`src/rtl/epga_spi_pkg.sv`:
```
// Shared definitions for the synthesizer SPI master ports: state encoding,
// transfer direction codes and frame width limit.
package epga_spi_pkg;

  localparam logic [2:0] ST_IDLE     = 3'd0;
  localparam logic [2:0] ST_SETUP    = 3'd1;
  localparam logic [2:0] ST_SCK_HIGH = 3'd2;
  localparam logic [2:0] ST_SCK_LOW  = 3'd3;
  localparam logic [2:0] ST_GAP      = 3'd4;

  typedef enum logic [2:0] {
    IDLE     = ST_IDLE,
    SETUP    = ST_SETUP,
    SCK_HIGH = ST_SCK_HIGH,
    SCK_LOW  = ST_SCK_LOW,
    GAP      = ST_GAP
  } spi_state_e;

  localparam logic SPI_DIR_WRITE = 1'b0;
  localparam logic SPI_DIR_READ  = 1'b1;

  localparam int SPI_MAX_BITS = 24;

  // Requests wider than the port are truncated to the port width.
  function automatic logic [7:0] clampDepth(input logic [7:0] depth, input logic [7:0] maxBits);
    return (depth > maxBits) ? maxBits : depth;
  endfunction

endpackage

```
`src/rtl/spi_phase_tick.sv`:
```
// Down-counter shared by SCLK half-period and chip-select gap timing; tick_o
// is high once the loaded interval has fully elapsed.
module spi_phase_tick #(
  parameter int CLK_DIV = 4,
  parameter int CS_GAP  = 4
) (
  input  logic clk,
  input  logic rst_n,
  input  logic load_i,
  input  logic gap_i,
  output logic tick_o
);

  localparam int MaxCount = (CLK_DIV > CS_GAP) ? CLK_DIV : CS_GAP;
  localparam int CntW     = $clog2(MaxCount) + 1;
  localparam logic [CntW-1:0] DivLoad = CntW'(CLK_DIV - 1);
  localparam logic [CntW-1:0] GapLoad = CntW'(CS_GAP - 1);

  logic [CntW-1:0] count_q, count_d;

  always_comb begin
    count_d = count_q;
    if (load_i) begin
      count_d = gap_i ? GapLoad : DivLoad;
    end else if (count_q != '0) begin
      count_d = count_q - 1'b1;
    end
  end

  always_ff @(posedge clk or negedge rst_n) begin
    if (!rst_n) begin
      count_q <= '0;
    end else begin
      count_q <= count_d;
    end
  end

  assign tick_o = (count_q == '0);

endmodule

```
`src/rtl/spi_master_port.sv`:
```
// SPI mode 0 master for one synthesizer device: one MSB-first frame per
// accepted request, optional MISO capture, cs_n rising edge latches the device.
module spi_master_port
  import epga_spi_pkg::*;
#(
  parameter int CLK_DIV  = 4,
  parameter int CS_GAP   = 4,
  parameter int MAX_BITS = SPI_MAX_BITS
) (
  input  logic                clk,
  input  logic                rst_n,
  input  logic                spi_start,
  input  logic                spi_dir,
  input  logic [MAX_BITS-1:0] spi_data_tx,
  input  logic [7:0]          spi_data_depth,
  output logic                spi_ready,
  output logic [MAX_BITS-1:0] spi_data_rx,
  output logic                rx_valid,
  output logic                sclk,
  output logic                mosi,
  input  logic                miso,
  output logic                cs_n
);

  localparam logic [7:0] MaxBits8 = 8'(MAX_BITS);

  spi_state_e          state_q, state_d;
  logic [MAX_BITS-1:0] txShift_q, txShift_d;
  logic [MAX_BITS-1:0] rxShift_q, rxShift_d;
  logic [MAX_BITS-1:0] rxData_q, rxData_d;
  logic [7:0]          bitsLeft_q, bitsLeft_d;
  logic                dir_q, dir_d;
  logic                sclk_q, sclk_d;
  logic                mosi_q, mosi_d;
  logic                csN_q, csN_d;
  logic                ready_q, ready_d;
  logic                rxValid_q, rxValid_d;

  logic                tick, tickLoad, tickGap;
  logic [7:0]          depthEff;
  logic [MAX_BITS-1:0] alignedTx;
  logic [MAX_BITS-1:0] captured;

  spi_phase_tick #(
    .CLK_DIV(CLK_DIV),
    .CS_GAP (CS_GAP)
  ) u_phase_tick (
    .clk   (clk),
    .rst_n (rst_n),
    .load_i(tickLoad),
    .gap_i (tickGap),
    .tick_o(tick)
  );

  // Frame data is left-aligned so the next MOSI bit is always the shifter MSB.
  assign depthEff  = clampDepth(spi_data_depth, MaxBits8);
  assign alignedTx = spi_data_tx << (MaxBits8 - depthEff);
  assign captured  = {rxShift_q[MAX_BITS-2:0], miso};

  always_comb begin
    state_d    = state_q;
    txShift_d  = txShift_q;
    rxShift_d  = rxShift_q;
    rxData_d   = rxData_q;
    bitsLeft_d = bitsLeft_q;
    dir_d      = dir_q;
    sclk_d     = sclk_q;
    mosi_d     = mosi_q;
    csN_d      = csN_q;
    ready_d    = ready_q;
    rxValid_d  = 1'b0;
    tickLoad   = 1'b0;
    tickGap    = 1'b0;

    case (state_q)
      IDLE: begin
        if (spi_start && depthEff != 8'd0) begin
          state_d    = SETUP;
          txShift_d  = alignedTx;
          rxShift_d  = '0;
          bitsLeft_d = depthEff;
          dir_d      = spi_dir;
          mosi_d     = alignedTx[MAX_BITS-1];
          csN_d      = 1'b0;
          ready_d    = 1'b0;
          tickLoad   = 1'b1;
        end
      end
      SETUP: begin
        if (tick) begin
          state_d  = SCK_HIGH;
          sclk_d   = 1'b1;
          tickLoad = 1'b1;
          if (dir_q == SPI_DIR_READ) rxShift_d = captured;
        end
      end
      SCK_HIGH: begin
        if (tick) begin
          state_d    = SCK_LOW;
          sclk_d     = 1'b0;
          txShift_d  = txShift_q << 1;
          mosi_d     = txShift_q[MAX_BITS-2];
          bitsLeft_d = bitsLeft_q - 8'd1;
          tickLoad   = 1'b1;
        end
      end
      SCK_LOW: begin
        if (tick) begin
          tickLoad = 1'b1;
          if (bitsLeft_q == 8'd0) begin
            state_d = GAP;
            csN_d   = 1'b1;
            mosi_d  = 1'b0;
            tickGap = 1'b1;
            if (dir_q == SPI_DIR_READ) begin
              rxData_d  = rxShift_q;
              rxValid_d = 1'b1;
            end
          end else begin
            state_d = SCK_HIGH;
            sclk_d  = 1'b1;
            if (dir_q == SPI_DIR_READ) rxShift_d = captured;
          end
        end
      end
      GAP: begin
        if (tick) begin
          state_d = IDLE;
          ready_d = 1'b1;
        end
      end
      default: state_d = IDLE;
    endcase
  end

  always_ff @(posedge clk or negedge rst_n) begin
    if (!rst_n) begin
      state_q    <= IDLE;
      txShift_q  <= '0;
      rxShift_q  <= '0;
      rxData_q   <= '0;
      bitsLeft_q <= 8'd0;
      dir_q      <= SPI_DIR_WRITE;
      sclk_q     <= 1'b0;
      mosi_q     <= 1'b0;
      csN_q      <= 1'b1;
      ready_q    <= 1'b1;
      rxValid_q  <= 1'b0;
    end else begin
      state_q    <= state_d;
      txShift_q  <= txShift_d;
      rxShift_q  <= rxShift_d;
      rxData_q   <= rxData_d;
      bitsLeft_q <= bitsLeft_d;
      dir_q      <= dir_d;
      sclk_q     <= sclk_d;
      mosi_q     <= mosi_d;
      csN_q      <= csN_d;
      ready_q    <= ready_d;
      rxValid_q  <= rxValid_d;
    end
  end

  assign spi_ready   = ready_q;
  assign spi_data_rx = rxData_q;
  assign rx_valid    = rxValid_q;
  assign sclk        = sclk_q;
  assign mosi        = mosi_q;
  assign cs_n        = csN_q;

endmodule

```
`config.mk`:
```
export PLATFORM = sky130hd
export DESIGN_NAME = spi_master_port
export DESIGN_NICKNAME = d
export VERILOG_FILES = /design/src/rtl/epga_spi_pkg.sv /design/src/rtl/spi_phase_tick.sv /design/src/rtl/spi_master_port.sv
export SDC_FILE = /design/constraint.sdc
export NUM_CORES = 1
export LEC_CHECK = 0
export ABC_AREA = 1
export CAP_MARGIN = 20
export CORE_UTILIZATION = 60
export CTS_CLUSTER_SIZE = 12
export DETAILED_ROUTE_END_ITERATION = 10
export GPL_ROUTABILITY_DRIVEN = 0
export PLACE_DENSITY = 0.94
export SLEW_MARGIN = 5
export SYNTH_ARGS = -nofsm -noshare
export SYNTH_HDL_FRONTEND = slang
export SYNTH_HIERARCHICAL = 1
export SYNTH_SLANG_ARGS = --single-unit
```
`constraint.sdc`:
```
create_clock -name clk -period 2.8 [get_ports clk]
set_clock_uncertainty 0.15 [all_clocks]
set_input_delay 0.56 -clock clk [delete_from_list [all_inputs] [get_ports clk]]
set_output_delay 0.56 -clock clk [all_outputs]
set_load 0.01 [all_outputs]
```
# Yosys cells after proc, flatten, opt, wreduce, memory -nomap -nowiden
# Index checks and enable logic that the tools add are counted.
word_totals:
  ff_bits: 91
  in_bits: 37
  output_inout_bits: 29
  word_cells: 95
classes:
  addsub: 3
  order_cmp: 1
  n_eq_ne: 11
  n_shift: 1
  muxes: 44
  n_reduce_logical: 23
ops:
  columns: ["cell", "n"]
  rows:
  - ["24-bit two-way mux", 5]
  - ["24-bit case mux with 3 select lines", 1]
  - ["23-bit two-way mux", 2]
  - ["23-bit case mux with 2 select lines", 1]
  - ["3-bit two-way mux", 8]
  - ["8-bit two-way mux", 3]
  - ["24-bit by 8-bit << shifter with 24-bit output", 1]
  - ["5-bit AND reduction", 4]
  - ["1-bit two-way mux", 17]
  - ["8-bit case mux with 2 select lines", 1]
  - ["3-bit case mux with 5 select lines", 1]
  - ["2-bit inequality test, second input constant", 7]
  - ["3-bit nonzero test", 4]
  - ["8-bit by 5-bit > comparator with 1-bit output, second input constant", 1]
  - ["8-bit logical NOT", 1]
  - ["4-bit AND reduction", 2]
  - ["2-bit nonzero test", 4]
  - ["8-bit nonzero test", 1]
  - ["5-bit by 8-bit subtractor with 8-bit output, first input constant", 1]
  - ["8-bit by 1-bit subtractor with 8-bit output, second input constant", 1]
  - ["3-bit by 2-bit equality test with 1-bit output, second input constant", 2]
  - ["3-bit logical NOT", 2]
  - ["1-bit case mux with 2 select lines", 3]
  - ["1-bit case mux with 3 select lines", 2]
  - ["7 further kinds", 8]

# Longest topological paths before layout
depth:
  depth_word: 7
  mapped_depth: 19
  ltp_nobuf: 19

# Modules after synthesis
# Netlist, hierarchy kept.
modules_own_cells:
  columns: ["module", "n_inst", "cells_per_inst", "area_per_inst_um2", "seq_area_each_um2"]
  rows:
  - ["spi_master_port", 1, 747, 5250.0, 2204.6]
  - ["spi_phase_tick", 1, 24, 183.9, 75.1]

# Worst setup path after synthesis
# No wires, ideal clock.
synth_path:
  path_kind: "input-to-reg"
  startpoint: "input port spi_data_depth[4]"
  endpoint: "register txShift_q[18]"
  setup_time_ns: 0.116
  arrival_ns: 2.445
  required_time_ns: 2.534
  setup_slack_ns: 0.089
  stages: 15
  path_buffers: 4
  cell_sequence: "nand2_1 nand4_1 buf_4 buf_2 ha_1 clkbuf_1 inv_1 clkbuf_1 nand2_1 nand3_1 nand2_1 o21ai_0 nand2_1 nand2_1 nand2_1"
synth_between:
  elab_chain_len: 6
  word_cells_on_any_way: 10
  classes_between: "1 x add/sub; 1 x order compare; 1 x eq/ne; 1 x shift; 3 x mux; 3 x reduce/logical"
synth_lines:
  columns: ["element", "line_no", "rtl"]
  rows:
  - ["start: declaration", "spi_master_port.sv:15", "input logic [7:0] spi_data_depth,"]
  - ["8-bit by 5-bit > comparator with 1-bit output", "epga_spi_pkg.sv:26", "return (depth > maxBits) ? maxBits : depth;"]
  - ["8-bit two-way mux *", "epga_spi_pkg.sv:26", null]
  - ["5-bit by 8-bit subtractor with 8-bit output / 8-bit nonzero test (equally long branches)", "spi_master_port.sv:57, spi_master_port.sv:77", null]
  - ["24-bit by 8-bit << shifter with 24-bit output / 1-bit logical AND (equally long branches)", "spi_master_port.sv:57, spi_master_port.sv:77", null]
  - ["23-bit two-way mux / 2-bit inequality test (equally long branches)", null, null]
  - ["23-bit case mux with 2 select lines / 3-bit AND reduction (equally long branches)", null, null]
  - ["end signal: assignment", "spi_master_port.sv:151", "txShift_q <= txShift_d;"]
  - ["end: declaration", "spi_master_port.sv:28", "logic [MAX_BITS-1:0] txShift_q, txShift_d;"]
# Every way passes the cells marked *; elsewhere a longest branch is shown, timed or not. The select of a mux whose other input is x is not followed.
# A chain may end at the register's enable or synchronous reset.

# Worst setup path after layout
layout_path:
  startpoint: "input port spi_data_depth[7]"
  endpoint: "register mosi_q (netlist: mosi)"
layout_between:
  elab_chain_len: 6
  word_cells_on_any_way: 10
  classes_between: "1 x add/sub; 1 x order compare; 1 x eq/ne; 1 x shift; 3 x mux; 3 x reduce/logical"
layout_lines:
  columns: ["element", "line_no", "rtl"]
  rows:
  - ["8-bit by 5-bit > comparator with 1-bit output", "epga_spi_pkg.sv:26", null]
  - ["8-bit two-way mux *", "epga_spi_pkg.sv:26", null]
  - ["5-bit by 8-bit subtractor with 8-bit output / 8-bit nonzero test (equally long branches)", "spi_master_port.sv:57, spi_master_port.sv:77", null]
  - ["24-bit by 8-bit << shifter with 24-bit output / 1-bit logical AND (equally long branches)", "spi_master_port.sv:57, spi_master_port.sv:77", null]
  - ["1-bit two-way mux / 2-bit inequality test (equally long branches)", null, null]
  - ["1-bit case mux with 3 select lines / 5-bit AND reduction (equally long branches)", null, null]
  - ["end signal: assignment", "spi_master_port.sv:157", "mosi_q <= mosi_d;"]
  - ["end: declaration", "spi_master_port.sv:34", "logic mosi_q, mosi_d;"]
# Marked as above.

==> flow_summary.ini <==
[critical_path]
crit_family = simple AND/OR/NAND/NOR gates
arrival_ps = 2800
slowest_stage = clkdlybuf4s50_1
critPathBufInv = 6
path_cells = clkdlybuf4s50_1 > nor2_4 > nand3_2 > inv_2 > nand2_2 > ha_2 > inv_2 > buf_4 > nand3_1 > nand2_1 > inv_2 > buf_12 > nand3_1 > nand3_1 > nand3_1 > nand3_1 > a21oi_1
worst_ep_required_time_ps = 2940
crit_top_cell = nand3_1
cp_max_fo = 27
crit-reg2reg-launch = bitsLeft_q[0]
cp_slowest_stage_delay_ps = 440
crit_type = in -> reg
start_kind = input pin
r2r_slack_ps = 400
rr_worst_depth = 9
cp-end-kind = flop
r2r-end = spi_data_rx[10]

[global_routing]
antenna_found_initial = 0
grt_max_degree = 50
grt_use_total_pct = 32.4
globalRouteOverflowTotal = 0
grt_pass1_wl_um = 25000
grt_pass1_vias = 5656

[synthesis]
synth.largest_area_cell = dfrtp_1
synthTopCellsByArea = dfrtp_1, nand2_1, nand3_1
syn_inst = 771
ys.flop_type = dfrtp_1
synth-seq-cells = 91
synth_edf_count = 0
syn-num-nets = 812
synth_top_area_share_pct = 41.0
syn-cell-area_um2 = 5430
avgSynthCellArea_um2 = 7.05
synth_warnings = 6
yosysSeqAreaShare_pct = 42.0
async_flop_share_pct = 100
synthDistinctLibCells = 33

[layout]
stdcell_area_um2 = 6620
antenna_cells = 0
area_growth_pct = 21.9
final_cell_mix = nand2_1, nand3_1, dfrtp_1
final_common_cell = nand2_1
drive_above_1_share_pct = 11.5
fin_nets = 889

[floorplan]
die-area_um2 = 9440
io-pin-count = 66
die_h_um = 97.2
die_w_um = 97.2
start_util_pct = 62.0
core_um2 = 8760
num_rows = 34

[timing]
layout_setup_ws_ps = 132
timing.final.crit_period_ps = 2670
fmax_ghz = 0.375
fin_crit_sh_pct = 95.3
rsz0062_at_grt = yes
max_slew_margin_pct = 59.7
finalSetupViolCount = 0
setup_tns_ps = 0
finalHoldViolCount = 0
final_max_slew_viol_count = 0
worstMarginPinSlew_ps = 605

[clock_network]
clk_latency_ps = 370
cts.sinks = 91
htreeDepth = 3
cts_tree = built
ctsRootBufferMaster = clkbuf_8
clk_path_buf_depth = 2
path_clk_slew_ps = 90
cts_buffers = 9

[pwr]
pwr-share-clk_pct = 35.8
powerDensity_nw_per_um2 = 413
p_leak_nw = 3.40
swShare_pct = 27.0
peakVddDrop_uv = 278
p_comb_share_pct = 15.9
p_switching_w = 0.000739
sequentialPowerShare_pct = 48.3
internal-power_w = 0.00200

[detailed_routing]
wire_per_inst_um = 15.3
antenna_left = 0
drc = 0
drtIter0Drc = 702
routed_wl_um = 14700
vias = 5809
firstDrtPassIters = 6
viasPerCell = 6.04

[placement]
numPortBuffers = 65
preCtsSetupSlack_ps = -248
placed_area_um2 = 6370
dp_hpwl_um = 9910

[job]
cap_violations = 0

[outcome]
status = finished clean

[min_path]
hold_path.class = in -> async
## worst max-delay path by stage
stage / startpoint / to / slack [ps] / cells after the start
after floorplan: spi_data_depth[4] / txShift_q[18] / 90 / 15
final: spi_data_depth[7] / mosi / 130 / 17
after global routing: spi_data_depth[7] / txShift_q[17] / -20 / 19
after detailed placement: spi_data_depth[6] / txShift_q[15] / -250 / 14
after CTS: spi_data_depth[6] / mosi / 110 / 16
after global placement: spi_data_depth[6] / mosi / -160 / 16
## per-stage QoR
stage          cells  hold slack (ps)  util [%]  power (W)
3_5_place_dp     944              323      72.7    0.00176
4_1_cts          960             55.2      75.2    0.00273
2_1_floorplan    771              114         -    0.00159
5_1_grt          961             76.9      75.6    0.00285
3_3_place_gp     944              321      72.7    0.00175
6_report         961             47.1      75.6    0.00274
## sequential cells by signal, indices dropped and copies added, names as in the netlist
name                  flops
rxShift_q                24
spi_data_rx              24
txShift_q                23
bitsLeft_q                8
state_q                   3
u_phase_tick/count_q      3
cs_n                      1
dir_q                     1
mosi                      1
rx_valid                  1
sclk                      1
spi_ready                 1
## power by group through the flow
stage / registers [W] / clock network, W / logic, W
2_1_floorplan: 0.00135 / 0 / 0.000243
3_3_place_gp: 0.00135 / 0 / 0.000407
3_5_place_dp: 0.00135 / 0 / 0.000416
4_1_cts: 0.00132 / 0.000993 / 0.000420
5_1_grt: 0.00132 / 0.00105 / 0.000480
6_report: 0.00132 / 0.000981 / 0.000435
## cells in the mapped netlist, types with 2 or more instances
| master | instances |
|---|---|
| nand2_1 | 235 |
| o21ai_0 | 62 |
| a21oi_2 | 2 |
| buf_2 | 14 |
| nand3_2 | 4 |
| nand4_1 | 4 |
| dfrtp_1 | 89 |
| clkbuf_1 | 10 |
| a21oi_1 | 42 |
| dfstp_2 | 2 |
| ha_1 | 4 |
| buf_6 | 5 |
| nand3_1 | 119 |
| inv_2 | 9 |
| o21ai_1 | 20 |
| o22ai_1 | 8 |
| buf_1 | 4 |
| nor2_2 | 2 |
| o211ai_1 | 5 |
| nor2_1 | 28 |
| buf_4 | 7 |
| nand2_2 | 11 |
| inv_1 | 73 |
| nor3_1 | 3 |
## final cells by class
| type | count | area (um^2) |
|---|---|---|
| inverter | 82 | 308 |
| sequential | 91 | 2280 |
| clock inverter | 6 | 90.1 |
| fill | 584 | 2140 |
| clock buffer | 10 | 128 |
| tap | 108 | 135 |
| multi-input combinational | 558 | 2640 |
| timing repair buffer | 106 | 1050 |
## per-layer routing
layer,vias to the layer above,routed length [um],GRT usage (%),share of wire [%]
met5,-,0,0,0
met4,0,644,17.1,4.4
met3,86,1380,7.77,9.4
met2,399,7210,53.0,49
met1,2649,5470,39.8,37
li1,2675,-,-,-
## kinds of logic after synthesis
| family | share of synthesized area, % |
|---|---|
| adders and majority gates | 0.921 |
| DFF | 42.0 |
| AOI/OAI and AO/OA | 13.7 |
| buffers and inverters | 9.92 |
| and+or+nand+nor | 32.7 |
| xor gates and xnor gates | 0.806 |
## timing repair
item / in CTS / in global routing
buffers inserted: 0 / 1
setup endpoints to repair: 0 / 19
resized for setup: 0 / 10
hold buffers: 0 / 0
Note: power is estimated with default switching activity, not from simulation.
